File: src/rtl/imem_fetch_pkg.sv
// Shared types and constants for the instruction-fetch sequencer.
//   fetch_state_e : sequencer state encoding (IDLE, RUN, HALT)
//   PC_WIDTH      : byte program-counter width
//   INST_BYTES    : bytes per instruction word (PC step)
//   pc_aligned()  : true when a byte PC is word aligned
package imem_fetch_pkg;

  localparam int unsigned PC_WIDTH   = 32;
  localparam int unsigned INST_BYTES = 4;

  typedef enum logic [1:0] {
    IDLE = 2'd0,
    RUN  = 2'd1,
    HALT = 2'd2
  } fetch_state_e;

  // Instruction word alignment check on a byte PC.
  function automatic logic pc_aligned(input logic [PC_WIDTH-1:0] pc);
    return (pc[1:0] == 2'b00);
  endfunction

endpackage : imem_fetch_pkg

File: src/rtl/imem_fetch_ctrl_out_reg.sv
// Valid/ready output register stage holding one fetched instruction.
// Ports:
//   clk, rst_n         : clock, async active-low reset
//   load               : capture in_pc/in_inst and assert out_valid
//   flush              : drop out_valid (wins over load)
//   in_pc, in_inst     : instruction being fetched this cycle
//   out_ready          : consumer accepts the held instruction
//   out_valid, out_pc, out_inst : registered output payload
module imem_fetch_ctrl_out_reg
  import imem_fetch_pkg::*;
#(
  parameter int unsigned DATA_WIDTH = 32
) (
  input  logic                  clk,
  input  logic                  rst_n,
  input  logic                  load,
  input  logic                  flush,
  input  logic [PC_WIDTH-1:0]   in_pc,
  input  logic [DATA_WIDTH-1:0] in_inst,
  input  logic                  out_ready,
  output logic                  out_valid,
  output logic [PC_WIDTH-1:0]   out_pc,
  output logic [DATA_WIDTH-1:0] out_inst
);

  // Payload only changes on load, so it holds while stalled.
  always_ff @(posedge clk or negedge rst_n) begin
    if (!rst_n) begin
      out_valid <= 1'b0;
      out_pc    <= '0;
      out_inst  <= '0;
    end else if (flush) begin
      out_valid <= 1'b0;
    end else if (load) begin
      out_valid <= 1'b1;
      out_pc    <= in_pc;
      out_inst  <= in_inst;
    end else if (out_valid && out_ready) begin
      out_valid <= 1'b0;
    end
  end

endmodule : imem_fetch_ctrl_out_reg

File: src/rtl/imem_fetch_ctrl.sv
// Instruction-fetch sequencer for an asynchronous-read instruction ROM.
// Owns the PC, addresses the ROM, and registers each fetched word into a
// valid/ready output stage for decode. Supports start, halt, redirect and a
// sticky misaligned-redirect error.
// Optional: define IMEM_FETCH_PERF_EN to add the fetch_count output.
// Ports:
//   clk, rst_n                  : clock, async active-low reset
//   start, halt_req             : run control pulses
//   redirect_valid, redirect_pc : branch/jump target load (flushes output)
//   imem_addr                   : ROM word address (pc[ADDR_WIDTH+1:2])
//   imem_inst                   : ROM read data, same cycle
//   out_valid, out_ready        : output handshake
//   out_pc, out_inst            : PC and instruction presented to decode
//   busy                        : sequencer in RUN
//   err                         : sticky misaligned-redirect flag
//   fetch_count                 : accepted instructions (IMEM_FETCH_PERF_EN)
module imem_fetch_ctrl
  import imem_fetch_pkg::*;
#(
  parameter int unsigned         ADDR_WIDTH = 10,
  parameter int unsigned         DATA_WIDTH = 32,
  parameter logic [PC_WIDTH-1:0] RESET_PC   = 32'h0000_0000
) (
  input  logic                  clk,
  input  logic                  rst_n,
  input  logic                  start,
  input  logic                  halt_req,
  input  logic                  redirect_valid,
  input  logic [PC_WIDTH-1:0]   redirect_pc,
  output logic [ADDR_WIDTH-1:0] imem_addr,
  input  logic [DATA_WIDTH-1:0] imem_inst,
  output logic                  out_valid,
  input  logic                  out_ready,
  output logic [PC_WIDTH-1:0]   out_pc,
  output logic [DATA_WIDTH-1:0] out_inst,
  output logic                  busy,
  output logic                  err
`ifdef IMEM_FETCH_PERF_EN
  ,
  output logic [31:0]           fetch_count
`endif
);

  fetch_state_e          state_q, state_d;
  logic [PC_WIDTH-1:0]   pc_q, pc_d;
  logic                  err_d;
  logic                  load_c;
  logic                  flush_c;
  logic                  start_idle_c;
  logic                  redirect_ok_c;
  logic                  redirect_bad_c;

  // State, PC and error registers.
  always_ff @(posedge clk or negedge rst_n) begin
    if (!rst_n) begin
      state_q <= IDLE;
      pc_q    <= RESET_PC;
      err     <= 1'b0;
    end else begin
      state_q <= state_d;
      pc_q    <= pc_d;
      err     <= err_d;
    end
  end

  // Next state, next PC, error and output-stage control.
  always_comb begin
    state_d        = state_q;
    pc_d           = pc_q;
    err_d          = err;
    load_c         = 1'b0;
    flush_c        = 1'b0;
    start_idle_c   = 1'b0;
    redirect_ok_c  = redirect_valid && pc_aligned(redirect_pc);
    redirect_bad_c = redirect_valid && !pc_aligned(redirect_pc);

    case (state_q)
      IDLE: begin
        if (start) begin
          state_d      = RUN;
          start_idle_c = 1'b1;
        end
      end
      RUN: begin
        if (halt_req) state_d = HALT;
      end
      HALT: begin
        if (start) begin
          state_d = RUN;
          err_d   = 1'b0;
        end
      end
      default: state_d = IDLE;
    endcase

    // A redirect cycle never loads; the target is fetched on the next RUN cycle.
    load_c = (state_q == RUN) && (!out_valid || out_ready) && !redirect_valid;
    if (load_c) pc_d = pc_q + PC_WIDTH'(INST_BYTES);

    // Redirect overrides everything; a misaligned target parks the sequencer.
    if (redirect_valid) flush_c = 1'b1;
    if (redirect_ok_c)  pc_d    = redirect_pc;
    if (redirect_bad_c) begin
      err_d        = 1'b1;
      state_d      = HALT;
      start_idle_c = 1'b0;
    end
  end

  // Upper PC bits are ignored, so the ROM index wraps naturally.
  assign imem_addr = pc_q[ADDR_WIDTH+1:2];
  assign busy      = (state_q == RUN);

  imem_fetch_ctrl_out_reg #(
    .DATA_WIDTH (DATA_WIDTH)
  ) u_out_reg (
    .clk       (clk),
    .rst_n     (rst_n),
    .load      (load_c),
    .flush     (flush_c),
    .in_pc     (pc_q),
    .in_inst   (imem_inst),
    .out_ready (out_ready),
    .out_valid (out_valid),
    .out_pc    (out_pc),
    .out_inst  (out_inst)
  );

`ifdef IMEM_FETCH_PERF_EN
  // Saturating count of accepted instructions; restarts on a fresh boot.
  always_ff @(posedge clk or negedge rst_n) begin
    if (!rst_n) begin
      fetch_count <= '0;
    end else if (start_idle_c) begin
      fetch_count <= '0;
    end else if (out_valid && out_ready && (fetch_count != 32'hFFFF_FFFF)) begin
      fetch_count <= fetch_count + 32'd1;
    end
  end
`endif

endmodule : imem_fetch_ctrl

File: config.mk
export PLATFORM = sky130hd
export DESIGN_NAME = imem_fetch_ctrl
export DESIGN_NICKNAME = d
export VERILOG_FILES = /design/src/rtl/imem_fetch_pkg.sv /design/src/rtl/imem_fetch_ctrl_out_reg.sv /design/src/rtl/imem_fetch_ctrl.sv
export SDC_FILE = /design/constraint.sdc
export NUM_CORES = 1
export LEC_CHECK = 0
export ABC_AREA = 1
export CORE_MARGIN = 2
export CORE_UTILIZATION = 47
export DETAILED_ROUTE_END_ITERATION = 8
export PLACE_DENSITY_LB_ADDON = 0.12
export SYNTH_ARGS = -nofsm -noshare
export SYNTH_HDL_FRONTEND = slang
export SYNTH_SLANG_ARGS = --single-unit
File: constraint.sdc
create_clock -name clk -period 1.9 [get_ports clk]
set_clock_uncertainty 0.2 [all_clocks]
set_input_delay 0.19 -clock clk [delete_from_list [all_inputs] [get_ports clk]]
set_output_delay 0.19 -clock clk [all_outputs]
set_load 0.02 [all_outputs]
# Yosys cells after proc, flatten, opt, wreduce, memory -nomap -nowiden
# Cells that the tools add are included.
[op_classes]
n_bitwise = 1
reduce_logical = 19
n_eq_ne = 4
addsub = 1
muxes = 13
[ops]
columns = ["cell", "count"]
rows = [
  ["$mux W32", 2],
  ["$add A32 B3 Y32 const B", 1],
  ["$mux W1", 7],
  ["$mux W2", 3],
  ["$reduce_and A2 Y1", 3],
  ["$reduce_bool A2 Y1", 3],
  ["$logic_and A1 B1 Y1", 5],
  ["$logic_not A2 Y1", 2],
  ["$pmux W2 S2", 1],
  ["$logic_not A1 Y1", 3],
  ["$ne A3 B1 Y1 const B", 1],
  ["$ne A3 B2 Y1 const B", 1],
  ["$reduce_bool A3 Y1", 1],
  ["$eq A2 B1 Y1 const B", 1],
  ["$eq A2 B2 Y1 const B", 1],
  ["$reduce_or A2 Y1", 1],
  ["$logic_or A1 B1 Y1", 1],
  ["$not A1 Y1", 1],
]
[totals]
output_inout_bits = 77
reg_bits = 100

# Depth between registers and ports, before layout
# Gate-level depths: netlist of the first run.
[depth]
depth_word = 6
mapped_depth = 10

# By module
# From an unflattened synthesis of the first run, not the netlist that was laid out.
[unflattened]
cells_unflattened = 689
area_unflattened_um2 = 5241.3
[by_module_without_submodules]
columns = ["mod", "area_per_inst_um2", "instances", "cells_each"]
rows = [
  ["imem_fetch_ctrl", 2638.8, 1, 406],
  ["imem_fetch_ctrl_out_reg", 2602.5, 1, 283],
]

# Worst setup path before layout of the first run
# Ideal clock, no wire load.
[synth_timing]
kind = "register to register"
from = "reg pc_q[2]"
to = "reg pc_q[28]"
synth_period_minus_slack_ns = 1.631
path_buffers = 0
path_stages_with_launch = 11
arrival_time_ns = 1.307
setup_ns = 0.124
t_required_ns = 1.576
path_slack_ns = 0.269
cell_sequence = "dfrtp_1 ha_1 nand2_1 nor2_2 nand2_2 inv_2 nand2_2 nor2_2 nand2_1 nand3_1 nand3_1"
[synth_via]
elab_chain_cells = 3
[synth_rtl]
columns = ["item", "line", "rtl"]
rows = [
  ["start, declared", "imem_fetch_ctrl.sv:45", "logic [PC_WIDTH-1:0] pc_q, pc_d;"],
  ["start signal, assigned", "imem_fetch_ctrl.sv:61", "pc_q <= pc_d;"],
  ["$add A32 B3 Y32", "imem_fetch_ctrl.sv:98", "if (load_c) pc_d = pc_q + PC_WIDTH'(INST_BYTES);"],
  ["$mux W32", "imem_fetch_ctrl.sv:98", ""],
  ["$mux W32", "imem_fetch_ctrl.sv:102", "if (redirect_ok_c) pc_d = redirect_pc;"],
]
# Every way passes these cells. The select of a mux whose other input is x is not followed.
# A chain may end at the register's enable or synchronous reset.

# Worst setup path after layout of the first run
[layout_timing]
from = "reg pc_q[3]"
to = "out imem_addr[1]"
[layout_rtl]
columns = ["item", "line", "rtl"]
rows = [
  ["end, declared", "imem_fetch_ctrl.sv:30", "output logic [ADDR_WIDTH-1:0] imem_addr,"],
]
# No word-level cell between the ends.

==> impl_metrics.tcl, run 1 <==
set metrics [dict create \
    outcome "completed" \
    dieArea_um2 11000 \
    grt_max_degree 68 \
    grt_use_total_pct 23.8 \
    grt_antenna_before_repair 0 \
    initial_core_util_pct 48.8 \
    nFillCells 900 \
    relSlewSlack_pct 68.8 \
    ys_seq_area_share_pct 52.2 \
    start_kind "flop" \
    wirelength_um 12600 \
    worstMarginPinSlew_ns 0.468 \
    maxCapViolCount 0 \
    cp_max_fo 3 \
    async_flop_share_pct 100 \
    grt_pass1_vias 4440 \
    required_ns 1.51 \
    drc 0 \
    drt-vias-per-instance 5.03 \
    crit_slowest_cell "clkdlybuf4s50_1" \
    cts_buffers 9 \
    leakage_uw 0.00305 \
    finalHoldViolCount 0 \
    crit_family "buffers and inverters" \
    synth_top_area_cell "dfrtp_1" \
    vdd_drop_max_mv 0.651 \
    ioPinCount 147 \
    hold_class "input pin to asynchronous set/reset pin" \
    dr_total_vias 4525 \
    fin_setup_tns_ns 0 \
    cts_tree "yes" \
    ys_top_cells_by_area "dfrtp_1, nand2_1, nor2_1" \
    dp_cells 883 \
    cts_root_buf "clkbuf_8" \
    worstSetupEndpointType "primary output" \
    die_w_um 105 \
    clock-sinks 100 \
    core_um2 9820 \
    die_y_um 105 \
    slowest_delay_ns 0.60 \
    clkTransAtPathRegs_ns 0.09 \
    area_growth_pct 39.1 \
    h-tree-depth 3 \
    synth-main-ff-cell "dfrtp_1" \
    insertion_delay_ns 0.37 \
    cts_setup_buffers 0 \
    critPathKind "flop to primary output" \
    io_buffers 146 \
    final-setup-viol-count 0 \
    first_pass_iters 5 \
    synth_edf_count 0 \
    arrival_ns 1.45 \
    crit_chain "buf_4 > clkdlybuf4s50_1" \
    synth_seq_cells 100 \
    diodes 0 \
    fmax_mhz 542 \
    finalCoreUtilization_pct 67.8 \
    drt-initial-drc-count 251 \
    detailed_place_hpwl_um 9190 \
    synth.avg_cell_area_um2 7.76 \
    rsz0062_at_grt "no" \
    yosys.area.top_type_share_pct 52.2 \
    grt-ovfl-total 0 \
    synthCells 617 \
    postRouteAntennaNets 0 \
    crit_buf_inv 2 \
    fin_crit_sh_pct 97.0 \
    drive_above_1_share_pct 6.79 \
    max-clock-path-buffers 2 \
    place_congestion 0.916 \
    core.rowCount 36 \
    fin_cells 899 \
    grt_pass1_wl_um 21000 \
    wl_per_cell_um 14.0 \
    yosys_warnings 0 \
    period_minus_slack_ns 1.84 \
    syn_area_um2 4790 \
    final-max-slew-violation-count 0 \
    ys_types 31 \
    nNetsFinal 833 \
    power_density_nw_per_um2 1400 \
    syn_nets 688 \
]
-- worst paths after layout --
| check | start | endpoint | slack [ns] | cells after the start |
|---|---|---|---|---|
| setup / recovery | pc_q[3] | imem_addr[1] | 0.06 | 2 |
| hold / removal | rst_n | u_out_reg.out_pc[1] | 0.11 | 2 |
| setup reg to reg | pc_q[3] | pc_q[20] | 0.17 | 8 |
| hold reg to reg | u_out_reg.out_inst[2] | u_out_reg.out_inst[2] | 0.29 | 2 |
| max in group asynchronous | rst_n | pc_q[13] | 0.82 | 3 |
| min in group clk | imem_inst[31] | u_out_reg.out_inst[31] | 0.15 | 3 |
-- report_power, final --
group          internal (uW)  switching, uW
sequential              3010            664
combinational           2040           2390
clock                    474            749
-- logic make-up after synthesis --
| group | count (synthesis) | share of synthesized area, % |
|---|---|---|
| flip-flops | 100 | 52.2 |
| adder cells (fa/ha/maj) | 1 | 0.261 |
| buffers and inverters | 75 | 7.29 |
| AO/OA/AOI/OAI | 64 | 7.50 |
| AND/OR/NAND/NOR | 374 | 32.2 |
| XOR/XNOR | 3 | 0.549 |
-- layout make-up --
class	instances	area, um2	area share, %
Sequential cell	100	2500	37.6
Multi-Input combinational cell	442	1950	29.3
Timing Repair Buffer	165	1710	25.6
Tap cell	133	166	2.50
Inverter	44	165	2.48
Clock buffer	10	128	1.92
Clock inverter	5	40.0	0.601
-- through the flow --
step	area (um2)	total power (uW)	hold WS (ns)	setup WS (ns)
global route	6660	9970	0.137	0.00400
CTS	6640	9410	0.114	0.0218
floorplan	4790	6080	-0.306	0.269
global placement	6470	8050	-0.0319	0.0661
detailed placement	6470	8170	-0.0173	0.0176
finish	6660	9340	0.108	0.0563
-- cell usage in the layout (no fill, tap or decap), types with 2 or more instances in the layout --
cell | Yosys | final
o211ai_1 | 8 | 8
nand3_1 | 30 | 30
o21ai_0 | 42 | 42
clkdlybuf4s50_1 | 0 | 142
clkinvlp_4 | 0 | 3
a31oi_1 | 2 | 2
a21oi_1 | 4 | 4
o22ai_1 | 2 | 2
nor2_2 | 4 | 3
xor2_1 | 2 | 2
nor2_4 | 4 | 6
nor3_1 | 3 | 3
nand2_2 | 5 | 5
buf_12 | 0 | 8
dlymetal6s2s_1 | 0 | 2
inv_2 | 3 | 3
o21bai_1 | 2 | 2
dfrtp_1 | 100 | 100
nor2_1 | 66 | 65
buf_4 | 13 | 11
clkinv_4 | 0 | 2
inv_1 | 41 | 41
nand4_1 | 7 | 7
nand2_1 | 252 | 252
clkbuf_8 | 0 | 9
-- worst register-to-register path: cells and delay by family, from the launching register on --
family	cells	cell delay, ns
flip-flops	1	0.37
AND/OR/NAND/NOR	5	0.56
AO/OA/AOI/OAI	1	0.20
buffers and inverters	1	0.10
adder cells (fa/ha/maj)	1	0.19
-- flip-flops by register name, summed over array words and instances (netlist names) --
name                 flops
err                      1
pc_q                    32
state_q                  2
u_out_reg.out_inst      32
u_out_reg.out_pc        32
u_out_reg.out_valid      1
-- synth_stat cells, types with 2 or more instances --
library cell,count
inv_1,41
inv_2,3
nand3_1,30
o21ai_0,42
o211ai_1,8
a31oi_1,2
buf_4,13
o22ai_1,2
clkbuf_1,8
o21bai_1,2
buf_2,9
nor2_1,66
nor2_4,4
nand2_2,5
xor2_1,2
nor2_2,4
nand2_1,252
dfrtp_1,100
nand4_1,7
a21oi_1,4
nor3_1,3
-- timing repair --
| item | in CTS | in global routing |
|---|---|---|
| pin swaps | 0 | 1 |
| endpoints found under the hold margin | 100 | 0 |
| setup endpoints to repair | 1 | 6 |
| hold buffers | 1 | 0 |
| resized for setup | 1 | 5 |
-- per-layer routing --
layer	vias to the layer above	part of all wire (%)	track usage, %
met5	-	0	0
met4	0	2.1	9.52
met3	20	5.6	3.37
met2	146	49	40.1
met1	2133	43	31.0
li1	2226	-	-
Power figures use the tool's default switching activity.
==> inputs of run 2 (changes only) <==
--- a/config.mk
+++ b/config.mk
@@ -10,6 +10,7 @@
 export CORE_UTILIZATION = 47
 export DETAILED_ROUTE_END_ITERATION = 8
 export PLACE_DENSITY_LB_ADDON = 0.12
+export SKIP_LAST_GASP = 1
 export SYNTH_ARGS = -nofsm -noshare
 export SYNTH_HDL_FRONTEND = slang
 export SYNTH_SLANG_ARGS = --single-unit
==> results of run 2 <==
Final layout, timing and power as in run 1 (identical DEF).
==> inputs of run 3 (changes only) <==
--- a/config.mk
+++ b/config.mk
@@ -7,7 +7,7 @@
 export LEC_CHECK = 0
 export ABC_AREA = 1
 export CORE_MARGIN = 2
-export CORE_UTILIZATION = 47
+export CORE_UTILIZATION = 43
 export DETAILED_ROUTE_END_ITERATION = 8
 export PLACE_DENSITY_LB_ADDON = 0.12
 export SKIP_LAST_GASP = 1
==> constraint.sdc (replaced) <==
create_clock -name clk -period 1.66 [get_ports clk]
set_clock_uncertainty 0.2 [all_clocks]
set_input_delay 0.166 -clock clk [delete_from_list [all_inputs] [get_ports clk]]
set_output_delay 0.166 -clock clk [all_outputs]
set_load 0.02 [all_outputs]
==> run 3 against run 2 <==
Effect of this change:
- the run now ends with setup timing left
- critical path depth rose by 7
- wire length grew 3.0%
- worst setup slack got worse by 0.10 ns
- sequential cell count did not move
- critical path type is now flop to flop
- largest power group unchanged
==> impl_metrics.tcl, run 3 (synthesis gave the netlist of run 1 again) <==
set metrics [dict create \
    nNetsFinal 859 \
    grt_pass1_vias 4491 \
    initial_core_util_pct 44.2 \
    wl_per_cell_um 13.9 \
    insertion_delay_ns 0.37 \
    detailed_place_hpwl_um 9510 \
    finalHoldViolCount 0 \
    start_kind "flop" \
    place_ws_ns -0.142 \
    fmax_mhz 586 \
    violations "setup timing" \
    h-tree-depth 3 \
    postRouteAntennaNets 0 \
    cp_max_fo 4 \
    dr_total_vias 4643 \
    grt_pass1_wl_um 20700 \
    worstSetupEndpointType "flop" \
    grt-ovfl-total 0 \
    area_growth_pct 43.8 \
    die_w_um 110 \
    period_minus_slack_ns 1.71 \
    grt_antenna_before_repair 0 \
    drt-initial-drc-count 293 \
    leakage_uw 0.00342 \
    dp_cells 907 \
    pwr-share-seq_pct 39.6 \
    dieArea_um2 12000 \
    sw_frac_of_total_pct 42.3 \
    final_cell_mix "nand2_1, dfrtp_1, dlygate4sd2_1" \
    fin_crit_sh_pct 103 \
    total_power_uw 10600 \
    first_pass_iters 5 \
    p_sw_uw 4490 \
    reg2reg_to "pc_q[15]" \
    fin_setup_tns_ns -0.0598 \
    intPower_uw 6130 \
    final-max-slew-violation-count 0 \
    power_density_nw_per_um2 1540 \
    drc 0 \
    die_y_um 110 \
    fin_ws_ns -0.0467 \
    critPathKind "flop to flop" \
    ioPinCount 147 \
    cts_root_buf "clkbuf_8" \
    core_um2 10800 \
    final-setup-viol-count 2 \
    grt_use_total_pct 22.0 \
    fin_cells 933 \
    hold_class "input pin to asynchronous set/reset pin" \
    diodes 0 \
    grt_max_degree 33 \
    outcome "complete, but fails checks" \
    arrival_ns 1.79 \
    vdd_drop_max_mv 0.831 \
    clkTransAtPathRegs_ns 0.10 \
    maxCapViolCount 0 \
    cts_buffers 9 \
    io_buffers 146 \
    worstMarginPinSlew_ns 0.434 \
    hold_ws_ns 0.101 \
    max-clock-path-buffers 2 \
    rsz0062_at_grt "yes" \
    drive_above_1_share_pct 13.2 \
    reg_top3 "pc_q (32), u_out_reg.out_inst (32), u_out_reg.out_pc (32)" \
    rrSetupSlack_ns -0.05 \
    final_common_cell "nand2_1" \
    wirelength_um 13000 \
    pwr-share-clk_pct 15.0 \
    drt-vias-per-instance 4.98 \
    place_congestion 0.836 \
    relSlewSlack_pct 71.1 \
    share_comb_of_total_power_pct 45.4 \
    clock-sinks 100 \
    core.rowCount 38 \
    rr_worst_depth 9 \
    required_ns 1.75 \
    cts_tree "yes" \
    r2r-start "pc_q[2]" \
]
[run 3: worst max-delay path by stage]
| stage | from | end | slack, ns | depth (start not counted) |
|---|---|---|---|---|
| after floorplan | pc_q[2] | pc_q[28] | 0.03 | 10 |
| after CTS | state_q[1] | busy | -0.08 | 2 |
| final | pc_q[2] | pc_q[15] | -0.05 | 9 |
| after global routing | pc_q[2] | pc_q[15] | -0.10 | 9 |
| after global placement | redirect_pc[0] | state_q[1] | -0.07 | 8 |
| after detailed placement | redirect_pc[0] | state_q[0] | -0.14 | 8 |
[run 3: final cells by class]
class	count	area (um2)
Sequential cell	100	2510
Tap cell	140	175
Clock inverter	7	72.6
Multi-Input combinational cell	442	2030
Inverter	44	173
Timing Repair Buffer	191	1800
Fill cell	997	3950
Clock buffer	9	124
[run 3: metrics by stage]
stage	util, %	area, um2
floorplan	-	4790
CTS	62.0	6720
global placement	60.7	6580
global route	63.5	6890
finish	63.5	6890
detailed placement	60.7	6580
[run 3: power groups by stage]
stage               combinational, uW  sequential (uW)  clock, uW
detailed placement               5170             4240          0
global placement                 5090             4200          0
CTS                              4660             4170       1640
finish                           4820             4210       1590
global route                     5340             4350       1720
floorplan                        1960             5000          0
[run 3: per-layer routing]
layer / GRT usage [%] / vias up / share of wire (%)
met5: 0 / - / 0
met2: 37.4 / 147 / 48
met3: 3.32 / 14 / 6.4
li1: - / 2286 / -
met4: 8.50 / 0 / 1.4
met1: 28.4 / 2196 / 44
[run 3: critical path: stages (launching register included)]
cell and delay, ns:
dfrtp_1 0.38, buf_6 0.13, nand2_4 0.05, nor2_4 0.13, nand2_2 0.09, buf_4 0.14
buf_4 0.13, o21ai_1 0.17, nand3_1 0.10, o211ai_1 0.10
[run 3: repair_timing]
item | CTS | global route
pin swaps | 7 | 14
cloned | 0 | 1
hold endpoints to repair | 100 | 0
endpoints found under the setup margin | 85 | 35
setup buffers | 0 | 8
hold buffers | 1 | 0
resized for setup | 87 | 38
